<file path="config.mk">
export PLATFORM = sky130hd
export DESIGN_NAME = multicycle_cpu_flat
export DESIGN_NICKNAME = d
export VERILOG_FILES = /design/src/rtl/cpu_pkg.sv /design/src/rtl/multicycle_cpu_if.sv /design/src/rtl/regfile.sv /design/src/rtl/multicycle_cpu.sv /design/src/flat_wrapper.sv
export SDC_FILE = /design/constraint.sdc
export NUM_CORES = 2
export LEC_CHECK = 0
export CAP_MARGIN = 15
export CORE_MARGIN = 3
export CORE_UTILIZATION = 25
export CTS_CLUSTER_SIZE = 25
export DETAILED_ROUTE_END_ITERATION = 8
export GPL_TIMING_DRIVEN = 0
export PLACE_DENSITY = 0.47
export SLEW_MARGIN = 5
export SYNTH_ARGS = -nofsm -noshare
export SYNTH_HDL_FRONTEND = slang
export SYNTH_SLANG_ARGS = --single-unit
</file>
<file path="constraint.sdc">
create_clock -name Clock -period 8.9 [get_ports Clock]
set_input_delay 2.67 -clock Clock [delete_from_list [all_inputs] [get_ports Clock]]
set_output_delay 2.67 -clock Clock [all_outputs]
set_load 0.05 [all_outputs]
</file>
<file path="src/rtl/cpu_pkg.sv">
// Shared encodings for the multi-cycle MIPS-subset core: opcodes, functs,
// FSM states and the internal ALU operation codes.
package cpu_pkg;

  localparam int XLEN_DEFAULT = 32;

  localparam logic [5:0] OP_RTYPE = 6'h00;
  localparam logic [5:0] OP_ADDI  = 6'h08;
  localparam logic [5:0] OP_LW    = 6'h23;
  localparam logic [5:0] OP_SW    = 6'h2B;
  localparam logic [5:0] OP_BEQ   = 6'h04;
  localparam logic [5:0] OP_J     = 6'h02;

  localparam logic [5:0] FN_ADD = 6'h20;
  localparam logic [5:0] FN_SUB = 6'h22;
  localparam logic [5:0] FN_AND = 6'h24;
  localparam logic [5:0] FN_OR  = 6'h25;
  localparam logic [5:0] FN_SLT = 6'h2A;

  typedef enum logic [2:0] {S_FETCH, S_DECODE, S_EXEC, S_MEM, S_WB, S_HALT} cpu_state_e;

  typedef enum logic [2:0] {ALU_ADD, ALU_SUB, ALU_AND, ALU_OR, ALU_SLT} alu_op_e;

  // Anything not listed here, including opcode 6'h3F, stops the core.
  function automatic logic is_legal(input logic [5:0] op, input logic [5:0] fn);
    case (op)
      OP_RTYPE:                          return fn inside {FN_ADD, FN_SUB, FN_AND, FN_OR, FN_SLT};
      OP_ADDI, OP_LW, OP_SW, OP_BEQ, OP_J: return 1'b1;
      default:                           return 1'b0;
    endcase
  endfunction

endpackage

</file>
<file path="src/rtl/multicycle_cpu_if.sv">
// Instruction and data memory req/ready buses; master = core, slave = memories.
interface multicycle_cpu_if #(
  parameter int XLEN = cpu_pkg::XLEN_DEFAULT
);
  logic            imem_req;
  logic [XLEN-1:0] imem_addr;
  logic            imem_ready;
  logic [31:0]     imem_rdata;
  logic            dmem_req;
  logic            dmem_we;
  logic [XLEN-1:0] dmem_addr;
  logic [XLEN-1:0] dmem_wdata;
  logic            dmem_ready;
  logic [XLEN-1:0] dmem_rdata;

  modport master (
    output imem_req, imem_addr, dmem_req, dmem_we, dmem_addr, dmem_wdata,
    input  imem_ready, imem_rdata, dmem_ready, dmem_rdata
  );

  modport slave (
    input  imem_req, imem_addr, dmem_req, dmem_we, dmem_addr, dmem_wdata,
    output imem_ready, imem_rdata, dmem_ready, dmem_rdata
  );
endinterface

</file>
<file path="src/rtl/regfile.sv">
// Register file: two combinational reads, one synchronous write, r0 fixed at 0.
// Indices at or above NREG have no storage: they read 0 and ignore writes.
module regfile #(
  parameter int XLEN = 32,
  parameter int NREG = 32
) (
  input  logic            clk,
  input  logic            rst_n,
  input  logic [4:0]      raddr1,
  input  logic [4:0]      raddr2,
  output logic [XLEN-1:0] rdata1,
  output logic [XLEN-1:0] rdata2,
  input  logic            we,
  input  logic [4:0]      waddr,
  input  logic [XLEN-1:0] wdata
);

  logic [XLEN-1:0] regs [32];

  genvar gi;
  generate
    for (gi = 0; gi < 32; gi++) begin : g_reg
      if (gi > 0 && gi < NREG) begin : g_impl
        logic [XLEN-1:0] q_reg;
        always_ff @(posedge clk) begin
          if (!rst_n)
            q_reg <= '0;
          else if (we && waddr == 5'(gi))
            q_reg <= wdata;
        end
        assign regs[gi] = q_reg;
      end else begin : g_zero
        assign regs[gi] = '0;
      end
    end
  endgenerate

  assign rdata1 = regs[raddr1];
  assign rdata2 = regs[raddr2];

endmodule

</file>
<file path="src/rtl/multicycle_cpu.sv">
// Multi-cycle MIPS-subset core: FETCH/DECODE/EXEC/MEM/WB/HALT over one shared
// ALU, with handshaked instruction and data memories.
module multicycle_cpu
  import cpu_pkg::*;
#(
  parameter int              XLEN     = XLEN_DEFAULT,
  parameter int              NREG     = 32,
  parameter logic [XLEN-1:0] RESET_PC = '0
) (
  input  logic              Clock,
  input  logic              Reset,
  multicycle_cpu_if.master  bus,
  output logic [XLEN-1:0]   Result,
  output logic [XLEN-1:0]   Addr,
  output logic              retire,
  output logic              halted
);

  cpu_state_e      state_reg;
  logic [XLEN-1:0] pc_reg, ir_pc_reg, a_reg, b_reg, alu_reg, mdr_reg, result_reg;
  logic [31:0]     ir_reg;
  logic            halted_reg;

  logic [5:0]  op, funct;
  logic [4:0]  rs, rt, rd;
  logic [15:0] imm;
  logic [25:0] target;

  assign op     = ir_reg[31:26];
  assign rs     = ir_reg[25:21];
  assign rt     = ir_reg[20:16];
  assign rd     = ir_reg[15:11];
  assign imm    = ir_reg[15:0];
  assign funct  = ir_reg[5:0];
  assign target = ir_reg[25:0];

  logic [XLEN-1:0] sext_imm, alu_b, alu_res;
  alu_op_e         alu_op;

  assign sext_imm = {{(XLEN-16){imm[15]}}, imm};
  assign alu_b    = (op == OP_RTYPE) ? b_reg : sext_imm;

  always_comb begin
    alu_op = ALU_ADD;
    if (op == OP_RTYPE) begin
      case (funct)
        FN_SUB:  alu_op = ALU_SUB;
        FN_AND:  alu_op = ALU_AND;
        FN_OR:   alu_op = ALU_OR;
        FN_SLT:  alu_op = ALU_SLT;
        default: alu_op = ALU_ADD;
      endcase
    end
  end

  always_comb begin
    case (alu_op)
      ALU_ADD: alu_res = a_reg + alu_b;
      ALU_SUB: alu_res = a_reg - alu_b;
      ALU_AND: alu_res = a_reg & alu_b;
      ALU_OR:  alu_res = a_reg | alu_b;
      ALU_SLT: alu_res = {{(XLEN-1){1'b0}}, $signed(a_reg) < $signed(alu_b)};
      default: alu_res = '0;
    endcase
  end

  logic [XLEN-1:0] rdata1, rdata2, wb_data;
  logic [4:0]      wb_addr;
  logic            rf_we;

  assign rf_we   = (state_reg == S_WB);
  assign wb_addr = (op == OP_RTYPE) ? rd : rt;
  assign wb_data = (op == OP_LW) ? mdr_reg : alu_reg;

  regfile #(.XLEN(XLEN), .NREG(NREG)) u_regfile (
    .clk    (Clock),
    .rst_n  (Reset),
    .raddr1 (rs),
    .raddr2 (rt),
    .rdata1 (rdata1),
    .rdata2 (rdata2),
    .we     (rf_we),
    .waddr  (wb_addr),
    .wdata  (wb_data)
  );

  always_ff @(posedge Clock) begin
    if (!Reset) begin
      state_reg  <= S_FETCH;
      pc_reg     <= RESET_PC;
      ir_pc_reg  <= RESET_PC;
      ir_reg     <= '0;
      a_reg      <= '0;
      b_reg      <= '0;
      alu_reg    <= '0;
      mdr_reg    <= '0;
      result_reg <= '0;
      halted_reg <= 1'b0;
    end else begin
      case (state_reg)
        S_FETCH: if (bus.imem_ready) begin
          ir_reg    <= bus.imem_rdata;
          ir_pc_reg <= pc_reg;
          pc_reg    <= pc_reg + XLEN'(4);
          state_reg <= S_DECODE;
        end
        S_DECODE: begin
          a_reg <= rdata1;
          b_reg <= rdata2;
          if (is_legal(op, funct)) begin
            state_reg <= S_EXEC;
          end else begin
            state_reg  <= S_HALT;
            halted_reg <= 1'b1;
          end
        end
        S_EXEC: begin
          alu_reg <= alu_res;
          // pc_reg already points at the following instruction here.
          case (op)
            OP_BEQ: begin
              if (a_reg == b_reg)
                pc_reg <= pc_reg + {sext_imm[XLEN-3:0], 2'b00};
              state_reg <= S_FETCH;
            end
            OP_J: begin
              pc_reg    <= {pc_reg[XLEN-1:28], target, 2'b00};
              state_reg <= S_FETCH;
            end
            OP_LW, OP_SW: state_reg <= S_MEM;
            default:      state_reg <= S_WB;
          endcase
        end
        S_MEM: if (bus.dmem_ready) begin
          if (op == OP_LW) begin
            mdr_reg   <= bus.dmem_rdata;
            state_reg <= S_WB;
          end else begin
            state_reg <= S_FETCH;
          end
        end
        S_WB: begin
          result_reg <= wb_data;
          state_reg  <= S_FETCH;
        end
        default: state_reg <= S_HALT;
      endcase
    end
  end

  // Requests come from registered state only; Reset gates them while low.
  assign bus.imem_req   = Reset && (state_reg == S_FETCH);
  assign bus.imem_addr  = pc_reg;
  assign bus.dmem_req   = Reset && (state_reg == S_MEM);
  assign bus.dmem_we    = (state_reg == S_MEM) && (op == OP_SW);
  assign bus.dmem_addr  = alu_reg;
  assign bus.dmem_wdata = b_reg;

  assign retire = (state_reg == S_WB)
               || (state_reg == S_EXEC && (op == OP_BEQ || op == OP_J))
               || (state_reg == S_MEM && bus.dmem_ready && op == OP_SW);

  assign halted = halted_reg;
  assign Result = result_reg;
  assign Addr   = (state_reg == S_FETCH) ? pc_reg : ir_pc_reg;

endmodule

</file>
<file path="src/flat_wrapper.sv">
// flat-port wrapper written by rule: the top's interface ports become plain ports
module multicycle_cpu_flat import cpu_pkg::*;
#(
  parameter int              XLEN     = XLEN_DEFAULT,
  parameter int              NREG     = 32,
  parameter logic [XLEN-1:0] RESET_PC = '0
)
  (Clock, Reset, Result, Addr, retire, halted, bus_imem_req, bus_imem_addr, bus_dmem_req, bus_dmem_we, bus_dmem_addr, bus_dmem_wdata, bus_imem_ready, bus_imem_rdata, bus_dmem_ready, bus_dmem_rdata);
  multicycle_cpu_if #(.XLEN(XLEN)) bus_i ();
  input  logic Clock;
  input  logic Reset;
  output logic [XLEN-1:0] Result;
  output logic [XLEN-1:0] Addr;
  output logic retire;
  output logic halted;
  output wire logic [$bits(bus_i.imem_req)-1:0] bus_imem_req;
  output wire logic [$bits(bus_i.imem_addr)-1:0] bus_imem_addr;
  output wire logic [$bits(bus_i.dmem_req)-1:0] bus_dmem_req;
  output wire logic [$bits(bus_i.dmem_we)-1:0] bus_dmem_we;
  output wire logic [$bits(bus_i.dmem_addr)-1:0] bus_dmem_addr;
  output wire logic [$bits(bus_i.dmem_wdata)-1:0] bus_dmem_wdata;
  input wire logic [$bits(bus_i.imem_ready)-1:0] bus_imem_ready;
  input wire logic [$bits(bus_i.imem_rdata)-1:0] bus_imem_rdata;
  input wire logic [$bits(bus_i.dmem_ready)-1:0] bus_dmem_ready;
  input wire logic [$bits(bus_i.dmem_rdata)-1:0] bus_dmem_rdata;
  assign bus_imem_req = bus_i.imem_req;
  assign bus_imem_addr = bus_i.imem_addr;
  assign bus_dmem_req = bus_i.dmem_req;
  assign bus_dmem_we = bus_i.dmem_we;
  assign bus_dmem_addr = bus_i.dmem_addr;
  assign bus_dmem_wdata = bus_i.dmem_wdata;
  assign bus_i.imem_ready = bus_imem_ready;
  assign bus_i.imem_rdata = bus_imem_rdata;
  assign bus_i.dmem_ready = bus_dmem_ready;
  assign bus_i.dmem_rdata = bus_dmem_rdata;
  multicycle_cpu #(.XLEN(XLEN), .NREG(NREG), .RESET_PC(RESET_PC)) u_core (.Clock(Clock), .Reset(Reset), .bus(bus_i), .Result(Result), .Addr(Addr), .retire(retire), .halted(halted));
endmodule
</file>
**Yosys cells after proc, flatten, opt, wreduce, memory -nomap -nowiden**

Cells that the tools add are included.

- Output and inout bits: 165
- Register bits: 1252

- Reductions and logical operators: 54
- Add/subtract/negate cells: 4
- Bitwise gates (word level): 5
- Multiplexer cells: 26
- Equality and inequality tests: 57
- $lt $le $gt $ge: 3

Operators with widths:

| operator | number |
|---|---|
| 32-bit binary-select mux with 5-bit select | 2 |
| 32-bit two-way mux | 9 |
| 32-bit case mux with 5 select lines | 1 |
| 32-bit case mux with 2 select lines | 2 |
| 5-bit equality test (second input constant) | 16 |
| 32-bit adder | 2 |
| 6-bit equality test (second input constant) | 7 |
| 5-bit by 4-bit equality test with 1-bit output (second input constant) | 8 |
| 1-bit logical AND | 37 |
| 32-bit by 3-bit adder with 32-bit output (second input constant) | 1 |
| 32-bit bitwise AND | 1 |
| 32-bit equality test | 1 |
| 32-bit less-than comparator | 1 |
| 32-bit OR | 1 |
| 32-bit subtractor | 1 |
| 5-bit by 3-bit equality test with 1-bit output (second input constant) | 4 |
| 3-bit two-way mux | 5 |
| 3-bit case mux with 5 select lines | 1 |
| 3-bit by 2-bit equality test with 1-bit output (second input constant) | 4 |
| 6-bit >= comparator (second input constant) | 2 |
| 5-bit NOT with 6-bit output | 2 |
| 3-bit case mux with 4 select lines | 1 |
| 5-bit by 2-bit equality test with 1-bit output (second input constant) | 2 |
| 2-bit != test (second input constant) | 4 |
| 25 further kinds | 34 |

**Depth between registers and ports, before layout**

- Word-level depth: 7
- Depth in mapped cells: 20
- Mapped depth without buffers: 16

**By module**

A second synthesis with hierarchy kept.

- Cells, all modules: 9063
- Area total of the unflattened synthesis: 71682.5 um2

Modules (own cells, without submodules):

| module | times used | cells each | area an instance (um2) | seq. area each (um2) |
|---|---|---|---|---|
| regfile | 1 | 6580 | 53849.1 | 19859.0 |
| multicycle_cpu | 1 | 2483 | 17833.4 | 5124.9 |

**Worst setup path after synthesis**

No wires, ideal clock.

- Path kind: input port to output port
- Start point: input Reset
- End point: output bus_imem_req
- Data arrival time: 3964 ps
- Stages on the path: 5
- Required time: 6230 ps
- Setup slack: 2266 ps
- Cells stage by stage: inv_2 clkbuf_1 clkbuf_1 clkbuf_1 nor2_1

- Word-level cells in the longest chain between the ends: 1

RTL lines:

| item | RTL line | source |
|---|---|---|
| start: declaration | flat_wrapper.sv:11 | `input logic Reset;` |
| 1-bit logical AND | multicycle_cpu.sv:152 | `assign bus.imem_req = Reset && (state_reg == S_FETCH);` |
| end: declaration | flat_wrapper.sv:16 | `output wire logic [$bits(bus_i.imem_req)-1:0] bus_imem_req;` |

No other way between the ends.

**Worst setup path after layout**

- Start point: input Reset
- End point: output bus_dmem_req

- Word-level cells in the longest chain between the ends: 1

RTL lines:

| item | RTL line | source |
|---|---|---|
| 1-bit logical AND | multicycle_cpu.sv:154 | `assign bus.dmem_req = Reset && (state_reg == S_MEM);` |
| end: declaration | flat_wrapper.sv:18 | `output wire logic [$bits(bus_i.dmem_req)-1:0] bus_dmem_req;` |

No other way between the ends.

==> flow_metrics.env <==
export IMPL_outcome="finished, final reports clean"
export IMPL_ios=233
export IMPL_worstSetupEndpointType="primary output"
export IMPL_drc_errors=0
export IMPL_yosysWarnings=0
export IMPL_postRouteAntennaNets=0
export IMPL_worstHoldPathType="flop to flop"
export IMPL_synth_area_leaders="dfxtp_1 (37%), mux4_2 (19%), a211oi_1 (10%)"
export IMPL_drt_initial_drc_count=7514
export IMPL_cp_start_kind="input pin"
export IMPL_vias_per_cell=5.65
export IMPL_initial_core_util_pct=25.2
export IMPL_dieArea_um2=273000
export IMPL_synth_edf_count=0
export IMPL_grt_max_degree=20
export IMPL_post_route_worst_setup_slack_ps=142
export IMPL_grt_ovfl_total=0
export IMPL_syn_inst=6822
export IMPL_postLayoutCoreUtil_pct=29.8
export IMPL_required_ps=6230
export IMPL_grt_busiest_layer="met2"
export IMPL_root_buffer="clkbuf_16"
export IMPL_cts_buffer_depth=3
export IMPL_die_h_um=523
export IMPL_insertion_delay_ps=840
export IMPL_fin_area_um2=79100
export IMPL_fin_cells=10900
export IMPL_grtUsageMet2_pct=35.2
export IMPL_avgRoutedWirePerCell_um=30.9
export IMPL_cts_setup_buffers=0
export IMPL_cts_sinks=1248
export IMPL_slew_headroom_pct=8.50
export IMPL_yosysSeqAreaShare_pct=37.4
export IMPL_netlist_area_leader_share_pct=37.4
export IMPL_synthToLayoutAreaGrowth_pct=18.4
export IMPL_core_area_um2=266000
export IMPL_final_layout_size_suffix_gt1_share_pct=15.6
export IMPL_grtUsageMet1_pct=31.5
export IMPL_path_clk_slew_ps=60
export IMPL_peakVddDrop_mv=0.168
export IMPL_p_leak_nw=26.8
export IMPL_synth_cell_types=93
export IMPL_cts_htree_levels=4
export IMPL_multi_input_area_um2=38600
export IMPL_critPathArrivalTime_ps=6090
export IMPL_final_nets=7461
export IMPL_placed_cells=10600
export IMPL_row_count=189
export IMPL_ys_ff_latch=1248
export IMPL_dr_pass1_iters=8
export IMPL_grt_total_usage_pct=23.8
export IMPL_power_density_nw_per_um2=195
export IMPL_dpl_hpwl_mm=264
export IMPL_finalCritPeriodShare_pct=98.4
export IMPL_avgSynthCellArea_um2=9.79
export IMPL_synth_most_common_cell="dfxtp_1"
export IMPL_fillers=27900
export IMPL_fmax_ghz=0.114
export IMPL_place_area_um2=74100
export IMPL_r2r_start="u_core.ir_reg[26]"
export IMPL_met3_usage_pct=6.87
export IMPL_r2r_cells=19
export IMPL_min_from="u_core.ir_pc_reg[15]"
export IMPL_skew_ps=52.4
export IMPL_hold_end="u_core.ir_pc_reg[15]"
export IMPL_cts_hold_buf=0
export IMPL_crit_type="input pin to primary output"
export IMPL_drt_total_wl_mm=337
export IMPL_grt_pass1_wl_mm=464
export IMPL_cap_viol_max_count=0
export IMPL_synth_area_um2=66800
export IMPL_routabilityCongestion=0.981
export IMPL_place_ws_ps=-699
export IMPL_cts_tree="done"
export IMPL_yosysTopAreaCell="dfxtp_1"
export IMPL_first_global_vias=58900
export IMPL_rsz0062_at_grt="no"
export IMPL_setup_violations=0
export IMPL_synthArstFlopShare_pct=0
export IMPL_hold_depth=2
export IMPL_vias=61600
export IMPL_synthTopCellsByCount="dfxtp_1 (1248), nor2_1 (1128), a211oi_1 (907), mux4_2 (576), nand2_1 (550)"
export IMPL_synthFlopType="dfxtp_1"
export IMPL_antenna_found_initial=14
export IMPL_worst_pin_slew_ps=1330
export IMPL_hold_viol=0
export IMPL_worst_r2r_setup_slack_ps=2580
export IMPL_fin_crit_ps=8760
export IMPL_holdWs_ps=456
export IMPL_register_area_um2=25000
export IMPL_slew_viol_final=0
export IMPL_largest_register_ffs=992
export IMPL_cts_buffers_inserted=144
export IMPL_fp_dieW_um=523
export IMPL_crit_fanout=10
export IMPL_rr_endpoint="u_core.bus.dmem_addr[26]"
export IMPL_io_buffer_count=228
==> worst max-delay path, stage by stage <==
cell             delay, ps
clkdlybuf4s50_1        920
clkbuf_2               410
clkbuf_2               490
clkbuf_2               520
and2_1                 210
clkdlybuf4s50_1        830
==> timing repair <==
item	4_1_cts	5_1_grt
endpoints found under the setup margin	2	1
gates cloned	0	0
resized for setup	3	2
==> per-layer routing <==
metal	up-vias	part of all wire, %	routed length (um)
met1	31400	41	138000
met2	3257	43	144000
met5	-	0.015	51
met3	675	10	34900
li1	26300	-	-
met4	8	5.9	19900
==> how the worst max path moves through the flow <==
stage,from,end,slack [ps],cells past startpoint
2_1_floorplan,Reset,bus_imem_req,2270,5
3_5_place_dp,Reset,bus_imem_req,-700,7
3_3_place_gp,Reset,bus_imem_req,-1230,7
4_1_cts,Reset,bus_dmem_req,20,6
6_report,Reset,bus_dmem_req,140,6
5_1_grt,Reset,bus_imem_req,150,6
==> area by class of cell <==
class,instances,area share (%)
Multi-Input combinational cell,4745,48.8
Sequential cell,1248,31.6
Tap cell,3533,5.59
Clock buffer,214,5.32
Timing Repair Buffer,279,3.72
Buffer,718,3.68
Clock inverter,46,0.797
Inverter,113,0.536
Antenna cell,5,0.0158
==> kinds of logic after synthesis <==
family / after synthesis / synth area share [%]
mux: 741 / 22.0
buf+inv: 832 / 4.96
simple gates: 1934 / 11.9
fa+ha+maj: 144 / 2.73
compound gates: 1849 / 20.0
other cells: 1 / 0.00561
flops: 1248 / 37.4
xor+xnor: 73 / 0.957
==> power breakdown <==
part	internal (mW)	switching [mW]	leakage [nW]
Clock	3.54	2.69	2.37
Sequential	5.70	0.152	10.1
Combinational	0.968	2.39	14.4
Total	10.2	5.23	26.8
==> cell usage in the layout, fill, tap and decap left out, types with 155 or more instances in the layout <==
| master | Yosys | layout |
|---|---|---|
| nor2_1 | 1128 | 1128 |
| mux4_2 | 576 | 576 |
| clkdlybuf4s50_1 | 0 | 228 |
| dfxtp_1 | 1248 | 1248 |
| nand2_1 | 550 | 550 |
| a21oi_1 | 280 | 280 |
| clkbuf_1 | 497 | 523 |
| a211oi_1 | 907 | 907 |
| o21ai_0 | 155 | 155 |
==> through the flow <==
step                      power (mW)  setup TNS [ps]
after detailed placement        9.25           -1300
final                           15.4               0
after global placement          9.18           -1810
after CTS                       15.4               0
after global routing            15.9               0
after floorplan                 7.84               0
(Power assumes the default switching activity.)
